==> config.mk <==
export PLATFORM = sky130hd
export DESIGN_NAME = ifetch_unit
export DESIGN_NICKNAME = d
export VERILOG_FILES = /design/src/rtl/ifetch_unit_pkg.sv /design/src/rtl/ifetch_fifo.sv /design/src/rtl/ifetch_unit.sv
export SDC_FILE = /design/constraint.sdc
export NUM_CORES = 1
export LEC_CHECK = 0
export BUFFER_PORTS_ARGS = -buffer_cell sky130_fd_sc_hd__buf_4
export CORE_UTILIZATION = 55
export CTS_CLUSTER_DIAMETER = 30
export DETAILED_ROUTE_END_ITERATION = 10
export PLACE_DENSITY_LB_ADDON = 0.12
export REMOVE_ABC_BUFFERS = 1
export SYNTH_ARGS = -nofsm -noshare
export SYNTH_HDL_FRONTEND = slang
export SYNTH_SLANG_ARGS = --single-unit
==> constraint.sdc <==
create_clock -name clk -period 5.24 [get_ports clk]
set_input_delay 0 -clock clk [delete_from_list [all_inputs] [get_ports clk]]
set_output_delay 0 -clock clk [all_outputs]
set_load 0.02 [all_outputs]
==> src/rtl/ifetch_unit_pkg.sv <==
// Shared types and constants for the instruction fetch unit.
//   NOP_INSTR        : instruction word reported for entries that carry an exception
//   EXC_INSTR_*      : fetch exception causes
//   fetch_entry_t    : one fetch buffer entry {pc, instr, exc_en, exc_code, exc_val}
//   state_e          : fetch state (RUN / FAULT)
package ifetch_unit_pkg;

  localparam logic [31:0] NOP_INSTR              = 32'h0000_0013;
  localparam logic [3:0]  EXC_INSTR_MISALIGNED   = 4'd0;
  localparam logic [3:0]  EXC_INSTR_ACCESS_FAULT = 4'd1;

  typedef struct packed {
    logic [63:0] pc;
    logic [31:0] instr;
    logic        exc_en;
    logic [3:0]  exc_code;
    logic [63:0] exc_val;
  } fetch_entry_t;

  typedef enum logic {
    RUN   = 1'b0,
    FAULT = 1'b1
  } state_e;

endpackage

==> src/rtl/ifetch_fifo.sv <==
// Fetch buffer: synchronous FIFO of fetch entries.
//   clk, rst (sync, active low)
//   push/push_data : write an entry (caller guarantees room, or a pop in the same cycle)
//   pop            : drop the head entry
//   flush          : empty the buffer; overrides push and pop
//   head/valid     : head entry taken straight from the storage flops
//   full           : all DEPTH entries occupied
module ifetch_fifo
  import ifetch_unit_pkg::*;
#(
  parameter int DEPTH = 2
) (
  input  logic         clk,
  input  logic         rst,
  input  logic         push,
  input  fetch_entry_t push_data,
  input  logic         pop,
  input  logic         flush,
  output fetch_entry_t head,
  output logic         valid,
  output logic         full
);

  localparam int AW = $clog2(DEPTH);
  localparam int CW = AW + 1;

  fetch_entry_t [DEPTH-1:0] mem_q, mem_d;
  logic [AW-1:0] rd_q, rd_d, wr_q, wr_d;
  logic [CW-1:0] cnt_q, cnt_d;

  always_comb begin
    mem_d = mem_q;
    rd_d  = rd_q;
    wr_d  = wr_q;
    cnt_d = cnt_q;
    if (flush) begin
      rd_d  = '0;
      wr_d  = '0;
      cnt_d = '0;
    end else begin
      // Full + pop + push: wr_q == rd_q, so the new entry lands in the slot
      // being vacated by the pop.
      if (push) begin
        mem_d[wr_q] = push_data;
        wr_d        = wr_q + AW'(1);
      end
      if (pop) rd_d = rd_q + AW'(1);
      cnt_d = cnt_q + CW'(push) - CW'(pop);
    end
  end

  always_ff @(posedge clk) begin
    if (!rst) begin
      mem_q <= '0;
      rd_q  <= '0;
      wr_q  <= '0;
      cnt_q <= '0;
    end else begin
      mem_q <= mem_d;
      rd_q  <= rd_d;
      wr_q  <= wr_d;
      cnt_q <= cnt_d;
    end
  end

  assign head  = mem_q[rd_q];
  assign valid = (cnt_q != '0);
  assign full  = (cnt_q == CW'(DEPTH));

endmodule

==> src/rtl/ifetch_unit.sv <==
// Instruction fetch unit: owns the PC, drives the combinational instruction
// memory, buffers fetched words / fetch exceptions for decode (valid/ready),
// and restarts on downstream redirects.
//   clk, rst (sync, active low)
//   pc_addr -> instruction, exc_en, exc_code, exc_val : imem interface
//   redirect_en, redirect_pc : flush and restart fetch
//   if_valid/if_ready, if_pc, if_instr, if_exc_* : decode interface
// Optional: define IFETCH_PERF_EN to add perf_fetched / perf_stall counters.
module ifetch_unit
  import ifetch_unit_pkg::*;
#(
  parameter logic [63:0] RESET_PC   = 64'h0000_0000_0000_0000,
  parameter int          FIFO_DEPTH = 2
) (
  input  logic        clk,
  input  logic        rst,
  output logic [63:0] pc_addr,
  input  logic [31:0] instruction,
  input  logic        exc_en,
  input  logic [3:0]  exc_code,
  input  logic [63:0] exc_val,
  input  logic        redirect_en,
  input  logic [63:0] redirect_pc,
  output logic        if_valid,
  input  logic        if_ready,
  output logic [63:0] if_pc,
  output logic [31:0] if_instr,
  output logic        if_exc_en,
  output logic [3:0]  if_exc_code,
  output logic [63:0] if_exc_val
`ifdef IFETCH_PERF_EN
  ,
  output logic [63:0] perf_fetched,
  output logic [63:0] perf_stall
`endif
);

  logic [63:0]  pc_q, pc_d;
  state_e       state_q, state_d;
  logic         misalign_q, misalign_d;
  logic         push, pop, flush, full;
  fetch_entry_t entry, head;

  assign pop = if_valid & if_ready;

  always_comb begin
    pc_d       = pc_q;
    state_d    = state_q;
    misalign_d = misalign_q;
    push       = 1'b0;
    flush      = 1'b0;
    entry      = '{pc: pc_q, instr: instruction, exc_en: exc_en,
                   exc_code: exc_code, exc_val: exc_val};
    if (redirect_en) begin
      flush      = 1'b1;
      pc_d       = redirect_pc;
      state_d    = RUN;
      misalign_d = |redirect_pc[1:0];
    end else if (state_q == RUN && (!full || pop)) begin
      push = 1'b1;
      if (misalign_q) begin
        // Pending misaligned redirect: report it instead of fetching.
        entry      = '{pc: pc_q, instr: NOP_INSTR, exc_en: 1'b1,
                       exc_code: EXC_INSTR_MISALIGNED, exc_val: pc_q};
        state_d    = FAULT;
        misalign_d = 1'b0;
      end else if (exc_en) begin
        entry.instr = NOP_INSTR;
        state_d     = FAULT;
      end else begin
        pc_d = pc_q + 64'd4;
      end
    end
  end

  always_ff @(posedge clk) begin
    if (!rst) begin
      pc_q       <= RESET_PC;
      state_q    <= RUN;
      misalign_q <= 1'b0;
    end else begin
      pc_q       <= pc_d;
      state_q    <= state_d;
      misalign_q <= misalign_d;
    end
  end

  ifetch_fifo #(.DEPTH(FIFO_DEPTH)) u_fifo (
    .clk       (clk),
    .rst       (rst),
    .push      (push),
    .push_data (entry),
    .pop       (pop),
    .flush     (flush),
    .head      (head),
    .valid     (if_valid),
    .full      (full)
  );

  assign pc_addr     = pc_q;
  assign if_pc       = head.pc;
  assign if_instr    = head.instr;
  assign if_exc_en   = head.exc_en;
  assign if_exc_code = head.exc_code;
  assign if_exc_val  = head.exc_val;

`ifdef IFETCH_PERF_EN
  logic [63:0] perf_fetched_q, perf_fetched_d;
  logic [63:0] perf_stall_q, perf_stall_d;

  always_comb begin
    perf_fetched_d = perf_fetched_q;
    perf_stall_d   = perf_stall_q;
    if (push && !(&perf_fetched_q)) perf_fetched_d = perf_fetched_q + 64'd1;
    if (state_q == RUN && !push && !redirect_en && !(&perf_stall_q))
      perf_stall_d = perf_stall_q + 64'd1;
  end

  always_ff @(posedge clk) begin
    if (!rst) begin
      perf_fetched_q <= '0;
      perf_stall_q   <= '0;
    end else begin
      perf_fetched_q <= perf_fetched_d;
      perf_stall_q   <= perf_stall_d;
    end
  end

  assign perf_fetched = perf_fetched_q;
  assign perf_stall   = perf_stall_q;
`endif

endmodule

==> flow_summary.toml, run 1 <==
[logic_synthesis]
synth_edf_count = 0
avgSynthCellArea_um2 = 8.91
synth_top_area_share_pct = 41.7
synth.most_common_cell = "nand2_1"
ys_seq_area_share_pct = 41.7
ys_ff_latch = 400
synth_top_flop_cell = "dfxtp_1"
synthArstFlopShare_pct = 0
yosysTopAreaCell = "dfxtp_1"
yosys_warnings = 0
synthCells = 2154
netlist_area_um2 = 19200
ys_top_cells_by_count = "496 x nand2_1, 400 x dfxtp_1, 195 x a21boi_0, 176 x clkbuf_1, 165 x mux2_2"
synthTopCellsByArea = "dfxtp_1 42%, nand2_1 9.7%, mux2_2 9.7%, o211a_1 7.7%, a21boi_0 7.6%"
synth.distinct_cells = 52

[finish]
fin_cells = 3098
fillers = 2172
drive_above_1_share_pct = 28.3
layout.nets = 2738
area_delta_synth_final_pct = 39.3

[setup_path]
startpoint_type = "flop"
path_max_fanout = 21
r2r-start = "pc_addr[5]"
required_ns = 5.76
end_kind = "flop"
reg2reg_slack_ns = 1.78
crit_type = "reg2reg"
cp-startpoint = "pc_addr[5]"
cp.arrival_ns = 3.98

[grt]
antenna_found_initial = 2
grt_max_degree = 169
first_global_vias = 18000
gr-total-overflow = 0
grt_first_pass_wirelength_um = 94400
grt_usage_pct = 32.8

[sta]
setup_viol = 0
setup_ws_ns = 1.78
slew_viol_final = 0
max_slew.worst_pin.slew_ns = 1.07
rsz0062_at_grt = "no"
finalHoldViolations = 0
period_needed_ns = 3.46
slew_headroom_pct = 28.4
period_share_pct = 66.0
clock.fmax_ghz = 0.289
skew_ns = 0.0199

[clock_tree]
numCtsBuffers = 86
root_buffer = "clkbuf_16"
cts_htree_levels = 3
cts_tree = "yes"
clkLatencyLatePin_ns = 0.60
clockBufferDepth = 3
clk_pin_slew_ns = 0.05
clock-sinks = 400

[floorplan]
die_x_um = 189
dieArea_um2 = 35700
core_area_um2 = 34500
die_h_um = 189
rows = 68
start_util_pct = 55.7
ioPinCount = 399

[power_and_ir_drop]
p_leak_uw = 0.0119
p_sw_uw = 2590
p_int_uw = 8060
ir_worst_vdd_uv = 408
sw_frac_of_total_pct = 24.3
p_comb_share_pct = 11.6
power_density_nw_per_um2 = 398
sequentialPowerShare_pct = 31.8
p_clk_share_pct = 56.6

[hold_path]
hold_path.class = "in2reg"
hold_path.startpoint = "redirect_pc[8]"

[placement]
place_congestion = 0.875
dp.cells = 2761
post-dp-hpwl_um = 34700
place_ws_ns = 1.83
portBuffers = 398

[outcome]
status = "complete, no violations"

[routing]
ant_nets = 0
drt_iter0_drc = 1315
vias_per_cell = 5.72
vias = 17700
wl_per_cell_um = 19.4
drt_wl_total_um = 60000
drt-pass1-iter-count = 6
drc = 0

[run]
max_cap_violations = 0
-- final timing paths --
kind / cells after the start / to
worst max register to register: 5 / pc_addr[57]
worst max-delay path: 5 / pc_addr[57]
worst min-delay path: 3 / pc_addr[8]
worst min register to register: 2 / u_fifo.mem_q[155]
-- power groups by stage --
stage	Sequential [uW]	Clock, uW	Combinational [uW]
detailed placement	3430	0	1100
global placement	3420	0	1080
CTS	3380	6070	1220
global route	3400	6240	1310
finish	3390	6030	1230
floorplan	3430	0	641
-- worst max-delay path: stages (launching register included) --
cell and delay [ns]:
dfxtp_1 0.48, nand4_1 0.37, nor4_2 0.70, nand4_1 0.89, or4_1 0.75, a31oi_1 0.17
-- layer usage --
metal  vias up  wire [um]  GRT usage [%]
met2       683      29600           56.0
met1      8550      24100           38.9
met4         0       2290           16.6
met5         -          0              0
li1       8344          -              -
met3       137       3980           6.95
-- registers in the layout, summed over array words and instances (netlist names) --
name	cells
state_q	1
u_fifo.mem_q	330
misalign_q	1
u_fifo.cnt_q	2
pc_addr	64
u_fifo.wr_q	1
u_fifo.rd_q	1
-- logic make-up (layout without fill, tap and decap cells) --
logic type                 after synthesis  in the layout  synth area share, %
buffers and inverters                  271            754                 6.65
and+or+nand+nor                        749            749                 17.7
DFF                                    400            400                 41.7
other                                    0              6                    0
AOI/OAI and AO/OA                      464            464                 19.0
adders and majority gates                3              3                0.195
xor gates and xnor gates                35             35                 1.60
muxes                                  232            232                 13.2
-- layout make-up --
| class | instances | area [um^2] | area share [%] |
|---|---|---|---|
| Sequential cell | 400 | 8010 | 30.0 |
| Clock buffer | 116 | 2450 | 9.15 |
| Antenna cell | 6 | 15.0 | 0.0562 |
| Clock inverter | 43 | 815 | 3.05 |
| Tap cell | 455 | 569 | 2.13 |
| Multi-Input combinational cell | 1483 | 9950 | 37.2 |
| Timing Repair Buffer | 588 | 4900 | 18.3 |
| Inverter | 7 | 26.3 | 0.0983 |
-- per-stage QoR --
step                      setup TNS, ns  area (um^2)  hold WS [ns]  utilization [%]  total power (uW)
after CTS                             0        26700         0.147             77.6             10700
after detailed placement              0        21700         0.233             63.1              4530
after global routing                  0        26700         0.172             77.6             11000
after global placement                0        21700         0.226             63.1              4500
final                                 0        26700         0.180             77.6             10600
after floorplan                -1591.52        18000         0.128                -              4070
-- repair_timing --
action / CTS / global route
endpoints found under the hold margin: 274 / 0
hold buffers: 172 / 0
setup endpoints to repair: 0 / 0
setup buffers: 0 / 0
resized for setup: 0 / 0
-- cells in the final DEF (no fill, tap or decap), drive strengths merged, types with 13 or more instances in the layout --
cell	count
mux2	165
nor3	16
dlygate4sd3	172
nand2	496
nand2b	13
nand3	89
buf	416
bufinv	20
dfxtp	400
o211a	148
or4	16
nor2	22
xnor2	21
xor2	14
nand4	26
clkbuf	116
a21boi	195
a31oi	20
nor4	22
o21ai	56
mux2i	67
a21oi	19
(Power assumes the default switching activity.)
==> run 2: changes to the inputs <==
==> constraint.sdc (replaced) <==
create_clock -name clk -period 3.4 [get_ports clk]
set_input_delay 0 -clock clk [delete_from_list [all_inputs] [get_ports clk]]
set_output_delay 0 -clock clk [all_outputs]
set_load 0.02 [all_outputs]
==> flow_summary.toml, run 2 (synthesized netlist as in run 1, its figures left out) <==
[outcome]
status = "complete, no violations"

[finish]
regMostFlops = "u_fifo.mem_q"
fin_cells = 3144
area_delta_synth_final_pct = 41.8
final_common_cell = "nand2_1"
largest_register_ffs = 330
layout_common_cells = "495 x nand2_1, 418 x buf_4, 399 x dfxtp_1"
design_area_um2 = 27200
layout.nets = 2783
drive_above_1_share_pct = 28.6

[clock_tree]
root_buffer = "clkbuf_16"
hold_buffers = 194
clkLatencyLatePin_ns = 0.61
cts_tree = "yes"
numCtsBuffers = 93
cts_setup_buffers = 0
clock-sinks = 400
clockBufferDepth = 3
cts_htree_levels = 3
clk_pin_slew_ns = 0.04
cts_resized = 0

[sta]
setup_viol = 0
clock.fmax_ghz = 0.327
slew_viol_final = 0
rsz0062_at_grt = "no"
finalHoldViolations = 0
skew_ns = 0.0224
period_share_pct = 89.9
slew_headroom_pct = 45.5
whs_ns = 0.191
max_slew.worst_pin.slew_ns = 0.817
period_needed_ns = 3.06

[routing]
drt_wl_total_um = 60700
vias = 18100
wl_per_cell_um = 19.3
drc = 0
ant_nets = 0
vias_per_cell = 5.75
drt_iter0_drc = 1226
drt-pass1-iter-count = 6

[grt]
grt_first_pass_wirelength_um = 95200
first_global_vias = 18300
grt_max_degree = 145
gr-total-overflow = 0
antenna_found_initial = 1
grt_usage_pct = 33.0

[setup_path]
required_ns = 3.91
path_max_fanout = 11
cp.arrival_ns = 3.57
slowest_delay_ns = 0.81
crit_type = "reg2reg"
startpoint_type = "flop"
end_kind = "flop"
path_cells = "nand4_1 > or4_1 > nand4bb_1 > or3_1 > a211oi_1"
critPathSlowestCell = "or4_1"

[placement]
dp.cells = 2777
place_area_um2 = 22000
portBuffers = 398
place_congestion = 0.918
post-dp-hpwl_um = 35400

[power_and_ir_drop]
p_leak_uw = 0.0122
power_density_nw_per_um2 = 606
ir_worst_vdd_uv = 448

[run]
max_cap_violations = 0

[floorplan]
die_x_um = 189
die_h_um = 189
core_area_um2 = 34500
ioPinCount = 399
dieArea_um2 = 35700
start_util_pct = 55.7
rows = 68

[hold_path]
hold_path.class = "in2reg"
==> run 2: cell count changes in the layout (fill, tap and decap cells not counted), sizes merged, moves of 5 or more <==
| cell | before | now |
|---|---|---|
| buf | 416 | 432 |
| diode | 6 | 1 |
| dlygate4sd3 | 172 | 194 |
| bufinv | 20 | 14 |
| clkbuf | 116 | 129 |
| inv | 12 | 18 |
==> run 2: worst paths after layout <==
path / from / to / slack, ns / cells after the start
worst min register to register: u_fifo.mem_q[113] / u_fifo.mem_q[113] / 0.46 / 2
worst max-delay path: pc_addr[5] / pc_addr[63] / 0.34 / 5
worst max register to register: pc_addr[5] / pc_addr[63] / 0.34 / 5
worst min-delay path: redirect_pc[5] / pc_addr[5] / 0.19 / 3
==> run 2: worst max-delay path, delay by kind of cell, from the launching register on <==
| kind | cells | cell delay, ns |
|---|---|---|
| AO/OA/AOI/OAI | 1 | 0.19 |
| flip-flops | 1 | 0.52 |
| AND/OR/NAND/NOR | 4 | 2.25 |
==> run 2: final cells by class <==
type	count	area, um^2
Inverter	7	26.3
Multi-Input combinational cell	1483	9950
Fill cell	2147	7230
Timing Repair Buffer	626	5360
Tap cell	455	569
Clock buffer	129	2630
Clock inverter	43	678
Sequential cell	400	8010
Antenna cell	1	2.50
==> run 2: power by group <==
group	leakage [uW]	internal, uW	switching, uW
clock network	0.00160	6470	2830
registers	0.00327	4960	247
logic	0.00729	943	1030
total	0.0122	12400	4110
==> run 2: metrics by stage <==
stage	util [%]	TNS, ns	setup slack [ns]	power [uW]
4_1_cts	79.0	0	0.406	16500
2_1_floorplan	-	-2402.70	-9.29	6270
6_report	79.0	0	0.342	16500
5_1_grt	79.0	0	0.133	17000
3_5_place_dp	63.8	0	0.467	7010
3_3_place_gp	63.8	0	0.533	6970
==> run 2: layer usage <==
layer	GRT usage [%]	wire [um]	up-vias
met5	0	0	-
met4	16.1	2350	0
met3	7.41	4310	144
met2	55.5	29600	718
met1	39.6	24500	8759
li1	-	-	8468
